==> config.mk <==
export PLATFORM = sky130hd
export DESIGN_NAME = count_pwm_gen
export DESIGN_NICKNAME = d
export VERILOG_FILES = /design/src/rtl/count_pkg.sv /design/src/rtl/count_deadband.sv /design/src/rtl/count_pwm_gen.sv
export SDC_FILE = /design/constraint.sdc
export NUM_CORES = 1
export LEC_CHECK = 0
export CORE_UTILIZATION = 56
export DETAILED_ROUTE_END_ITERATION = 10
export PLACE_DENSITY = 0.87
export REMOVE_ABC_BUFFERS = 1
export SLEW_MARGIN = 20
export SYNTH_ARGS = -nofsm -noshare
export SYNTH_HDL_FRONTEND = slang
export SYNTH_SLANG_ARGS = --single-unit
==> constraint.sdc <==
create_clock -name clock -period 5.47 [get_ports clock]
set_clock_uncertainty 0.15 [all_clocks]
set_input_delay 1.094 -clock clock [delete_from_list [all_inputs] [get_ports clock]]
set_output_delay 1.094 -clock clock [all_outputs]
set_load 0.01 [all_outputs]
==> src/rtl/count_pkg.sv <==
// count_pkg: shared definitions for the counter and its downstream PWM generator.
//   COUNT_N_DEF  - default counter MSB index (counter and duty buses are N+1 bits)
//   duty_state_e - duty double-buffer handshake state
package count_pkg;

    localparam int unsigned COUNT_N_DEF = 7;

    typedef enum logic {
        StEmpty   = 1'b0,
        StPending = 1'b1
    } duty_state_e;

endpackage

==> src/rtl/count_deadband.sv <==
// count_deadband: complementary output stage with a one-cycle dead band.
// Only compiled when COUNT_PWM_DEADBAND_EN is defined.
// Ports:
//   clock   in  system clock, rising edge
//   clear   in  synchronous active-high reset
//   pwm_raw in  unregistered compare result
//   pwm     out high only after pwm_raw has been high for two consecutive cycles
//   pwm_n   out high only after pwm_raw has been low for two consecutive cycles
`ifdef COUNT_PWM_DEADBAND_EN
module count_deadband (
    input  logic clock,
    input  logic clear,
    input  logic pwm_raw,
    output logic pwm,
    output logic pwm_n
);

    logic pwm_raw_q;
    logic pwm_q;
    logic pwm_n_q;

    // ANDing with the delayed copy forces both outputs low for one cycle at each edge
    always_ff @(posedge clock) begin
        if (clear) begin
            pwm_raw_q <= 1'b0;
            pwm_q     <= 1'b0;
            pwm_n_q   <= 1'b0;
        end else begin
            pwm_raw_q <= pwm_raw;
            pwm_q     <= pwm_raw & pwm_raw_q;
            pwm_n_q   <= ~pwm_raw & ~pwm_raw_q;
        end
    end

    assign pwm   = pwm_q;
    assign pwm_n = pwm_n_q;

endmodule
`endif

==> src/rtl/count_pwm_gen.sv <==
// count_pwm_gen: PWM generator fed by a free-running N+1 bit counter.
// Detects period wrap and compare match; duty values arrive over valid/ready and are
// double-buffered so they only take effect at a wrap.
// Optional feature macro: COUNT_PWM_DEADBAND_EN adds pwm_n and a dead-band output stage.
// Ports:
//   clock      in  system clock, rising edge
//   clear      in  synchronous active-high reset (shared with the counter)
//   count      in  counter value
//   duty_data  in  requested compare value
//   duty_valid in  duty_data valid
//   duty_ready out can accept a new duty value (registered)
//   pwm        out PWM output (registered)
//   wrap       out one-cycle pulse, new period started
//   match      out one-cycle pulse, count equalled active duty
//   pwm_n      out complementary output (COUNT_PWM_DEADBAND_EN only)
module count_pwm_gen
    import count_pkg::*;
#(
    parameter int unsigned N = COUNT_N_DEF
) (
    input  logic       clock,
    input  logic       clear,
    input  logic [N:0] count,
    input  logic [N:0] duty_data,
    input  logic       duty_valid,
    output logic       duty_ready,
`ifdef COUNT_PWM_DEADBAND_EN
    output logic       pwm_n,
`endif
    output logic       pwm,
    output logic       wrap,
    output logic       match
);

    duty_state_e state_q, state_d;
    logic [N:0]  prev_count_q;
    logic [N:0]  active_duty_q, active_duty_d;
    logic [N:0]  pending_duty_q, pending_duty_d;
    logic        ready_q;
    logic        wrap_q, match_q;
    logic        wrap_d, match_d, pwm_raw;

    always_comb begin
        // A drop in count is a rollover or an external counter clear
        wrap_d         = count < prev_count_q;
        pwm_raw        = count < active_duty_q;
        match_d        = count == active_duty_q;
        state_d        = state_q;
        active_duty_d  = active_duty_q;
        pending_duty_d = pending_duty_q;
        unique case (state_q)
            StEmpty: begin
                if (duty_valid && ready_q) begin
                    pending_duty_d = duty_data;
                    state_d        = StPending;
                end
            end
            StPending: begin
                if (wrap_d) begin
                    active_duty_d = pending_duty_q;
                    state_d       = StEmpty;
                end
            end
            default: state_d = StEmpty;
        endcase
    end

    always_ff @(posedge clock) begin
        if (clear) begin
            state_q        <= StEmpty;
            prev_count_q   <= '0;
            active_duty_q  <= '0;
            pending_duty_q <= '0;
            ready_q        <= 1'b0;
            wrap_q         <= 1'b0;
            match_q        <= 1'b0;
        end else begin
            state_q        <= state_d;
            prev_count_q   <= count;
            active_duty_q  <= active_duty_d;
            pending_duty_q <= pending_duty_d;
            ready_q        <= state_d == StEmpty;
            wrap_q         <= wrap_d;
            match_q        <= match_d;
        end
    end

`ifdef COUNT_PWM_DEADBAND_EN
    count_deadband u_deadband (
        .clock   (clock),
        .clear   (clear),
        .pwm_raw (pwm_raw),
        .pwm     (pwm),
        .pwm_n   (pwm_n)
    );
`else
    logic pwm_q;

    always_ff @(posedge clock) begin
        if (clear) begin
            pwm_q <= 1'b0;
        end else begin
            pwm_q <= pwm_raw;
        end
    end

    assign pwm = pwm_q;
`endif

    assign duty_ready = ready_q;
    assign wrap       = wrap_q;
    assign match      = match_q;

endmodule

== After elaboration in Yosys (flattened, before gate mapping) ==
Index checks and enable logic that the tools add are counted.

* Order comparisons: 2
* Equal/unequal tests: 1
* Muxes and demuxes: 3
* Bitwise gates (word level): 2
* Reduce and logical (&&, ||, !) cells: 3

{| class="wikitable"
|+ Operators with widths
! operator !! count
|-
| $lt 8x8->1 || 2
|-
| $eq 8x8->1 || 1
|-
| $reduce_and 2->1 || 2
|-
| $mux 1 || 2
|-
| $not 1->1 || 2
|-
| $pmux 1 s2 || 1
|-
| $logic_and 1x1->1 || 1
|}

* Bits in registers: 29
* Bits of input ports: 19

== Logic depth before layout (Yosys ltp) ==
* Depth after elaboration: 4
* Depth in mapped cells: 8

== Worst setup path before layout ==
OpenSTA, ideal clock, no wires.

* Path kind: in2reg
* From: input count[6]
* To: register active_duty_q[0]
* Setup time: 0.072 ns
* Arrival: 2.293 ns
* Required time: 5.248 ns
* Slack: 2.956 ns
* Stages on the path: 7
* Cells stage by stage: ha_1 > a21o_1 > a21oi_1 > nand2_1 > nor3b_2 > buf_6 > mux2i_1

* Longest elaborated chain between the ends: 2

{| class="wikitable"
|+ Ends and longest elaborated chain
! element !! RTL line !! source
|-
| start, declared || count_pwm_gen.sv:23 || <nowiki>input logic [N:0] count,</nowiki>
|-
| $lt 8x8->1 || count_pwm_gen.sv:45 || <nowiki>wrap_d = count < prev_count_q;</nowiki>
|-
| $reduce_and 2->1 (no source line) || - ||
|-
| end signal, assigned || count_pwm_gen.sv:80 || <nowiki>active_duty_q <= active_duty_d;</nowiki>
|-
| end, declared || count_pwm_gen.sv:37 || <nowiki>logic [N:0] active_duty_q, active_duty_d;</nowiki>
|}

No other way between the ends.
A chain may end at the register's enable or synchronous reset.

== Worst setup path in the final report ==
* From: input count[6]
* To: register active_duty_q[7]

Same word-level chain as after synthesis.

==> results.yml <==
sta:
  tns_ns: 0
  period_minus_slack_ns: 3.140
  slew_headroom_pct: 49.78
  tightest_slew_ns: 0.7499
  layout_setup_ws_ns: 2.330
  max_freq_mhz: 318.4
  setup_violations: 0
  hold_viol_final: 0
  hold_slack_ns: 0.3113
  slew_violations: 0
  rsz0062_at_grt: "no"
  final.period_utilization_pct: 57.41
setup_path:
  startpoint: "count[6]"
  critPathMaxStageDelay_ns: 0.65
  r2r_start: "prev_count_q[6]"
  crit_path_start_kind: "primary input"
  cp_top_family: "simple AND/OR/NAND/NOR gates"
  cp_max_fo: 8
  cp-end-kind: "flip-flop"
  path_class: "primary input to flip-flop"
  cp.required_ns: 5.59
  critPathSlowestCell: "nor3b_2"
  path_cells: "clkdlybuf4s50_1, ha_1, a21o_1, a21oi_1, nand2_1, nor3b_2, mux2i_1"
  arrival_ns: 3.26
  path_buf_inv: 1
clock_network:
  tritoncts: "yes"
  cts.sinks: 29
  post_cts_buffers: 0
  cts.reportedPaths.clkPinSlew_ns: 0.10
  clk_path_buf_depth: 2
  insertion_delay_ns: 0.33
  cts-hold-fix-buffers: 0
  cts_inserted_buffers: 5
  cts.repair.resized: 0
  h-tree-depth: 2
  cts-root-buf: "clkbuf_4"
synth:
  synth-edff-count: 0
  synth_most_common_cell: "dfxtp_1"
  yosys_warnings: 0
  synth-seq-area-share_pct: 41.10
  synth_async_sr_flop_share_pct: 0
  synth_top_cell_area_share_pct: 41.10
  synth_cell_types: 29
  synth_seq_cells: 29
  synth_flop_cell: "dfxtp_1"
  synth_top_cell_by_area: "dfxtp_1"
  netlist_instances: 154
  post_synth_most_frequent_cells: "29 x dfxtp_1, 22 x nand2_1, 16 x inv_1, 16 x nand2b_1, 15 x ha_1"
  synthTopCellsByArea: "dfxtp_1 41%, ha_1 13%, nand2b_1 7.1%"
  syn_avg_cell_area_um2: 9.173
  synth_area_um2: 1413
floorplanning:
  die_w_um: 52.23
  pin_count: 23
  initial_utilization_pct: 61.49
  die_y_um: 52.23
  core_area_um2: 2297
  die-area_um2: 2727
  rows: 17
routing:
  drt_iter0_drc: 10
  drc: 0
  num_vias: 1033
  drtAntennaViolNets: 0
  vias_per_cell: 4.990
  wl_per_cell_um: 11.57
  wirelength_um: 2395
  dr.pass1.iters: 4
final_layout:
  areaGrowthSynthToFinish_pct: 22.76
  fin_cells: 207
  n_antenna_cell: 0
  fin_nets: 212
  fillers: 184
  drive_above_1_share_pct: 8.939
global_routing:
  grt_pass1_vias: 974
  grt_usage_pct: 21.10
  antenna_found_initial: 0
  grt_first_pass_wirelength_um: 4057
  grt_max_degree: 39
  overflow: 0
pwr:
  seq_power_share_pct: 47.3
  switching_share_pct: 23.13
  power.net_switching_w: 0.0001097
  p_int_w: 0.0003645
  combinationalPowerShare_pct: 13.7
  ir_drop_mv: 0.2443
  clkPwrFrac_pct: 39.0
  p_per_area_nw_per_um2: 273.4
  total_power_w: 0.0004742
  leakage_nw: 0.6625
hold_path:
  hold_class: "flip-flop to flip-flop"
  worstHoldStart: "pending_duty_q[1]"
place:
  pre_cts_ws_ns: 1.949
  portBuffers: 22
  gp_congestion: 0.7886
  dp_hpwl_um: 1848
  placed_cells: 199
run:
  maxCapViolCount: 0
status:
  status: "finished clean"
[flip-flops by register name, summed over array words and instances, names as in the netlist]
register / cells
pwm: 1
state_q: 1
pending_duty_q: 8
wrap: 1
match: 1
prev_count_q: 8
active_duty_q: 8
duty_ready: 1
[through the flow]
step,instance area [µm²],utilization [%]
2_1_floorplan,1383,-
3_3_place_gp,1645,71.62
3_5_place_dp,1645,71.62
4_1_cts,1734,75.49
5_1_grt,1734,75.49
6_report,1734,75.49
[path summary, 6_finish.rpt]
path              cells past startpoint                 to  slack [ns]
hold reg to reg                       2  pending_duty_q[1]        0.31
hold / removal                        2  pending_duty_q[1]        0.31
setup / recovery                      7   active_duty_q[7]        2.33
setup reg to reg                      7   active_duty_q[7]        3.24
[logic make-up (layout without fill, tap and decap cells)]
| kind of cell | after synthesis | after routing | share of synthesized area, % |
|---|---|---|---|
| muxes | 8 | 8 | 5.669 |
| and+or+nand+nor | 59 | 59 | 22.59 |
| DFF | 29 | 29 | 41.10 |
| buffers and inverters | 22 | 47 | 6.378 |
| AOI/OAI and AO/OA | 21 | 21 | 10.98 |
| adders and majority gates | 15 | 15 | 13.29 |
[layout make-up]
cell class                 count  area, µm²  area share [%]
tap                           28      35.03           2.020
timing repair buffer          23      227.7           13.13
clock inverter                 2      37.54           2.165
inverter                      16      60.06           3.463
multi-input combinational    103      742.0           42.79
clock buffer                   6      51.30           2.958
sequential                    29      580.6           33.48
[metal layers]
| metal | GRT usage [%] | vias to the layer above | part of all wire [%] | routed length, µm |
|---|---|---|---|---|
| met1 | 23.88 | 452 | 45 | 1081 |
| met4 | 5.263 | 0 | 1.3 | 31 |
| li1 | - | 551 | - | - |
| met2 | 35.26 | 27 | 48 | 1144 |
| met5 | 0 | - | 0 | 0 |
| met3 | 10.43 | 3 | 5.7 | 137 |
[power by group through the flow]
stage                     sequential, W  clock [W]  combinational (W)
after detailed placement       0.000229          0          0.0000658
after floorplan                0.000229          0          0.0000356
final                          0.000224   0.000185          0.0000652
after CTS                      0.000224   0.000188          0.0000661
after global routing           0.000225   0.000205          0.0000729
after global placement         0.000229          0          0.0000629
[cell usage in the layout, fill, tap and decap left out, drive strengths merged, types with 2 or more instances in the layout]
cell / n
mux2i: 8
nor3: 2
clkdlybuf4s50: 22
inv: 16
nand2: 22
a21o: 2
ha: 15
nor2b: 8
nand2b: 17
clkbuf: 6
dfxtp: 29
nor2: 4
or2: 2
a21oi: 11
[tightest hold or removal path, delay by kind of cell (launching register included)]
kind / cells / cell delay [ns]
flip-flops: 1 / 0.32
AND/OR/NAND/NOR: 1 / 0.05
AO/OA/AOI/OAI: 1 / 0.05
Power figures use the tool's default switching activity.
